<file path="src/rtl/ifmap_pkg.sv">
// Shared types and default widths for the ifmap write address generator.
package ifmap_pkg;
  localparam int IFMAP_ADDR_W = 4;
  localparam int IFMAP_BANK_W = 8;

  typedef enum logic [1:0] {
    ST_IDLE  = 2'd0,
    ST_WRITE = 2'd1,
    ST_FULL  = 2'd2,
    ST_DONE  = 2'd3
  } ifmap_state_e;
endpackage

</file>
<file path="src/rtl/ifmap_wrap_counter.sv">
// Up-counter that wraps to zero after reaching a run-time limit.
// wrap is combinational: high in the cycle the count at the limit is consumed.
module ifmap_wrap_counter #(
  parameter int WIDTH = 4
) (
  input  logic             clk,
  input  logic             rst_n,
  input  logic             en,
  input  logic             clr,
  input  logic [WIDTH-1:0] limit,
  output logic [WIDTH-1:0] count,
  output logic             wrap
);
  logic [WIDTH-1:0] cnt_q, cnt_d;

  assign wrap  = en && (cnt_q == limit);
  assign count = cnt_q;

  always_comb begin
    cnt_d = cnt_q;
    if (clr)       cnt_d = '0;
    else if (wrap) cnt_d = '0;
    else if (en)   cnt_d = cnt_q + WIDTH'(1);
  end

  always_ff @(posedge clk or negedge rst_n) begin
    if (!rst_n) cnt_q <= '0;
    else        cnt_q <= cnt_d;
  end
endmodule

</file>
<file path="src/rtl/ifmap_write_addr_gen.sv">
// Write-side address generator for the ifmap double buffer.
// Optional: define IFMAP_WADDR_OVERFLOW_CHECK_EN to build the overflow_err detector.
module ifmap_write_addr_gen
  import ifmap_pkg::*;
#(
  parameter int ADDR_WIDTH     = IFMAP_ADDR_W,
  parameter int BANK_CNT_WIDTH = IFMAP_BANK_W
) (
  input  logic                      clk,
  input  logic                      rst_n,
  input  logic                      config_en,
  input  logic [ADDR_WIDTH-1:0]     config_last_addr,
  input  logic [BANK_CNT_WIDTH-1:0] config_last_bank,
  input  logic                      data_valid,
  input  logic                      switch,
  output logic                      wen,
  output logic [ADDR_WIDTH-1:0]     waddr,
  output logic                      writing_last_data,
  output logic                      start_new_write_bank,
  output logic                      layer_done,
  output logic                      overflow_err
);
  ifmap_state_e              state_q, state_d;
  logic [ADDR_WIDTH-1:0]     last_addr_q, last_addr_d;
  logic [BANK_CNT_WIDTH-1:0] last_bank_q, last_bank_d;
  logic [BANK_CNT_WIDTH-1:0] bank_q, bank_d;
  logic                      snwb_q, snwb_d;
  logic                      new_bank;
  logic                      addr_en, addr_wrap;

  assign addr_en = (state_q == ST_WRITE) && data_valid;

  ifmap_wrap_counter #(.WIDTH(ADDR_WIDTH)) u_addr_cnt (
    .clk   (clk),
    .rst_n (rst_n),
    .en    (addr_en),
    .clr   (config_en),
    .limit (last_addr_q),
    .count (waddr),
    .wrap  (addr_wrap)
  );

  assign wen                  = addr_en;
  assign writing_last_data    = addr_wrap;
  assign start_new_write_bank = snwb_q;
  assign layer_done           = (state_q == ST_DONE);

  always_comb begin
    state_d     = state_q;
    last_addr_d = last_addr_q;
    last_bank_d = last_bank_q;
    bank_d      = bank_q;
    new_bank    = 1'b0;
    // config_en restarts the layer from any state, including mid-bank
    if (config_en) begin
      state_d     = ST_WRITE;
      last_addr_d = config_last_addr;
      last_bank_d = config_last_bank;
      bank_d      = '0;
      new_bank    = 1'b1;
    end else begin
      case (state_q)
        ST_WRITE: if (addr_wrap) state_d = ST_FULL;
        ST_FULL: if (switch) begin
          if (bank_q == last_bank_q) begin
            state_d = ST_DONE;
          end else begin
            state_d  = ST_WRITE;
            bank_d   = bank_q + BANK_CNT_WIDTH'(1);
            new_bank = 1'b1;
          end
        end
        default: ;
      endcase
    end
    // back-to-back restarts collapse into a single pulse
    snwb_d = new_bank && !snwb_q;
  end

  always_ff @(posedge clk or negedge rst_n) begin
    if (!rst_n) begin
      state_q     <= ST_IDLE;
      last_addr_q <= '0;
      last_bank_q <= '0;
      bank_q      <= '0;
      snwb_q      <= 1'b0;
    end else begin
      state_q     <= state_d;
      last_addr_q <= last_addr_d;
      last_bank_q <= last_bank_d;
      bank_q      <= bank_d;
      snwb_q      <= snwb_d;
    end
  end

`ifdef IFMAP_WADDR_OVERFLOW_CHECK_EN
  logic ovf_q, ovf_d;

  always_comb begin
    ovf_d = ovf_q;
    if (config_en)                             ovf_d = 1'b0;
    else if (data_valid && state_q != ST_WRITE) ovf_d = 1'b1;
  end

  always_ff @(posedge clk or negedge rst_n) begin
    if (!rst_n) ovf_q <= 1'b0;
    else        ovf_q <= ovf_d;
  end

  assign overflow_err = ovf_q;
`else
  assign overflow_err = 1'b0;
`endif
endmodule

</file>
<file path="config.mk">
export PLATFORM = sky130hd
export DESIGN_NAME = ifmap_write_addr_gen
export DESIGN_NICKNAME = d
export VERILOG_FILES = /design/src/rtl/ifmap_pkg.sv /design/src/rtl/ifmap_wrap_counter.sv /design/src/rtl/ifmap_write_addr_gen.sv
export SDC_FILE = /design/constraint.sdc
export NUM_CORES = 1
export LEC_CHECK = 0
export CORE_ASPECT_RATIO = 1.5
export CORE_MARGIN = 2
export CORE_UTILIZATION = 50
export DETAILED_ROUTE_END_ITERATION = 8
export PLACE_DENSITY = 0.77
export SLEW_MARGIN = 10
export SYNTH_ARGS = -nofsm -noshare
export SYNTH_HDL_FRONTEND = slang
export SYNTH_SLANG_ARGS = --single-unit
</file>
<file path="constraint.sdc">
create_clock -name clk -period 1.8 [get_ports clk]
set_input_delay 0.36 -clock clk [delete_from_list [all_inputs] [get_ports clk]]
set_output_delay 0.36 -clock clk [all_outputs]
set_load 0.01 [all_outputs]
</file>
==> impl_metrics.env <==
export IMPL_ys_async_sr_fraction=1.00
export IMPL_cts_hold_buf=0
export IMPL_nets=177
export IMPL_synth_top_area_cell="dfrtp_1"
export IMPL_drt_first_pass_iters=4
export IMPL_cts_sinks=27
export IMPL_fin_ws_ns=-0.107
export IMPL_synth_area_leaders="dfrtp_1, mux2_2, xnor2_1"
export IMPL_power_total_mw=1.15
export IMPL_dieHeight_um=67.1
export IMPL_crit_slowest_cell="dfrtp_1"
export IMPL_wl_met3_um=92
export IMPL_dieArea_sq_um=3090
export IMPL_dieWidth_um=46.1
export IMPL_num_fill_cells=191
export IMPL_avgSynthCellArea_sq_um=11.3
export IMPL_min_period_over_period=1.06
export IMPL_timing_fmax_ghz=0.524
export IMPL_path_max_fanout=2
export IMPL_ios=26
export IMPL_path_cells="xnor2_1, nand3_2, nor3_2, buf_2"
export IMPL_ys_seq_area_frac=0.509
export IMPL_max_vdd_ir_drop_mv=0.618
export IMPL_clk_latency_ns=0.34
export IMPL_portBuffers=24
export IMPL_critPathCaptureType="output pin"
export IMPL_antenna_found_initial=0
export IMPL_grt_max_degree=28
export IMPL_critPathLaunchType="flop"
export IMPL_clk_path_buf_depth=2
export IMPL_drive_above_1_share=0.248
export IMPL_grt_usage=0.209
export IMPL_violations="negative setup slack"
export IMPL_syn_nets=137
export IMPL_start_util=0.536
export IMPL_clockRootBuffer="clkbuf_4"
export IMPL_place_gp_congestion=0.929
export IMPL_cpPeakStageDelay_ns=0.44
export IMPL_ys_warn_count=0
export IMPL_final_cells=181
export IMPL_grt_overflow=0
export IMPL_dr_first_iter_drc_count=15
export IMPL_drt_total_wl_um=2830
export IMPL_cp_data_required_time_ns=1.44
export IMPL_final_common_cell="dfrtp_1"
export IMPL_synth_cells=118
export IMPL_layout_common_cells="dfrtp_1, clkdlybuf4s50_1, buf_4, mux2_2, xnor2_1"
export IMPL_top_layer_used="met4"
export IMPL_core_area_sq_um=2480
export IMPL_wl_per_cell_um=15.6
export IMPL_place_inst=176
export IMPL_cts_tree="built"
export IMPL_setup_violations=1
export IMPL_via_count=1031
export IMPL_drv_cap=0
export IMPL_postRouteAntennaNets=0
export IMPL_syn2layout_area_growth_pct=30.5
export IMPL_cts_buffers=3
export IMPL_clk_pin_slew_ns=0.14
export IMPL_status="finished, violations left"
export IMPL_n_antenna_cell=0
export IMPL_num_rows=22
export IMPL_viasPerCell=5.70
export IMPL_wl_met2_um=1600
export IMPL_dp_hpwl_um=2100
export IMPL_path_buf_inv=1
export IMPL_drt_met1_wl_um=1050
export IMPL_critPathArrivalTime_ns=1.55
export IMPL_hold_viol=0
export IMPL_grt_pass1_wl_um=4520
export IMPL_crit_family="flip-flops"
export IMPL_htree_levels=1
export IMPL_ys_flop_type="dfrtp_1"
export IMPL_hold_path_class="in -> async"
export IMPL_grt_pass1_vias=1050
export IMPL_ys_types=36
export IMPL_fin_worst_skew_ns=0.00860
export IMPL_power_density_nw_per_um2=662
export IMPL_synth_edf_count=0
export IMPL_post_route_min_period_ns=1.91
export IMPL_ys_seq_elements=27
export IMPL_rsz0062_at_grt="yes"
export IMPL_criticalPathCategory="reg -> out"
export IMPL_drc=0
export IMPL_slew_violations=0
export IMPL_p_leak_nw=0.801
export IMPL_synth_top_area_share=0.509
export IMPL_netlist_area_sq_um=1330
## metal layers
metal | track usage | vias up
met1 | 0.205 | 495
met5 | 0 | -
li1 | - | 495
met3 | 0.0163 | 8
met4 | 0.107 | 0
met2 | 0.405 | 33
## cell usage after synthesis (3+ instances only)
library cell / instances
dfrtp_1: 27
mux2_2: 12
xnor2_1: 10
inv_1: 6
nand4_1: 6
xor2_1: 5
a21oi_1: 4
nand2_1: 4
nand3_1: 4
nor2_1: 4
nor3_1: 3
o21a_1: 3
## report_power, final
part / total [mW] / switching, mW / leakage, nW / internal [mW]
sequential: 0.670 / 0.0279 / 0.342 / 0.642
clock: 0.273 / 0.185 / 0.0150 / 0.0875
combinational: 0.205 / 0.0834 / 0.444 / 0.122
## layout make-up
cell class | count | area (sq um) | area share
repair buffers | 41 | 367 | 0.212
well taps | 24 | 30.0 | 0.0173
inverters | 6 | 22.5 | 0.0130
flip-flops and latches | 27 | 676 | 0.390
clock buffers | 4 | 26.3 | 0.0152
multi-input cells | 79 | 612 | 0.353
## per-stage QoR
stage / hold slack (ns) / area [sq um] / setup WS, ns / utilization / setup TNS, ns
after floorplan: 0.0644 / 1330 / 0.251 / - / 0
after global placement: 0.416 / 1690 / -0.302 / 0.681 / -0.578
after detailed placement: 0.424 / 1690 / -0.377 / 0.681 / -0.772
after CTS: 0.386 / 1710 / -0.0824 / 0.691 / -0.0824
after global routing: 0.427 / 1730 / -0.117 / 0.699 / -0.117
final: 0.368 / 1730 / -0.107 / 0.699 / -0.107
## logic make-up (layout without fill, tap and decap cells)
kind of cell | count (synthesis) | in the layout | synth area share
AO/OA/AOI/OAI | 17 | 17 | 0.0914
XOR/XNOR | 15 | 15 | 0.0990
adder cells (fa/ha/maj) | 2 | 2 | 0.0188
buffers and inverters | 12 | 51 | 0.0396
flip-flops | 27 | 27 | 0.509
multiplexers | 13 | 13 | 0.109
other | 1 | 1 | 0.00282
AND/OR/NAND/NOR | 31 | 31 | 0.130
## timing repair
action / 4_1_cts / 5_1_grt
pin swaps: 0 / 1
setup buffers: 0 / 1
setup endpoints to repair: 3 / 3
resized for setup: 5 / 7
## final timing paths
kind	from	to	slack (ns)	depth (start not counted)
min in group clk	start_new_write_bank	start_new_write_bank	0.44	1
hold / removal	rst_n	last_addr_q[2]	0.37	2
hold reg to reg	start_new_write_bank	start_new_write_bank	0.44	1
setup reg to reg	last_addr_q[1]	u_addr_cnt.count[1]	0.19	7
setup / recovery	last_addr_q[1]	writing_last_data	-0.11	4
max in group asynchronous	rst_n	bank_q[6]	1.18	2
## flip-flops by register name (all words and copies together), names as in the netlist
signal                flops
last_bank_q               8
last_addr_q               4
state_q                   2
u_addr_cnt.count          4
bank_q                    8
start_new_write_bank      1
(Power assumes the default switching activity.)
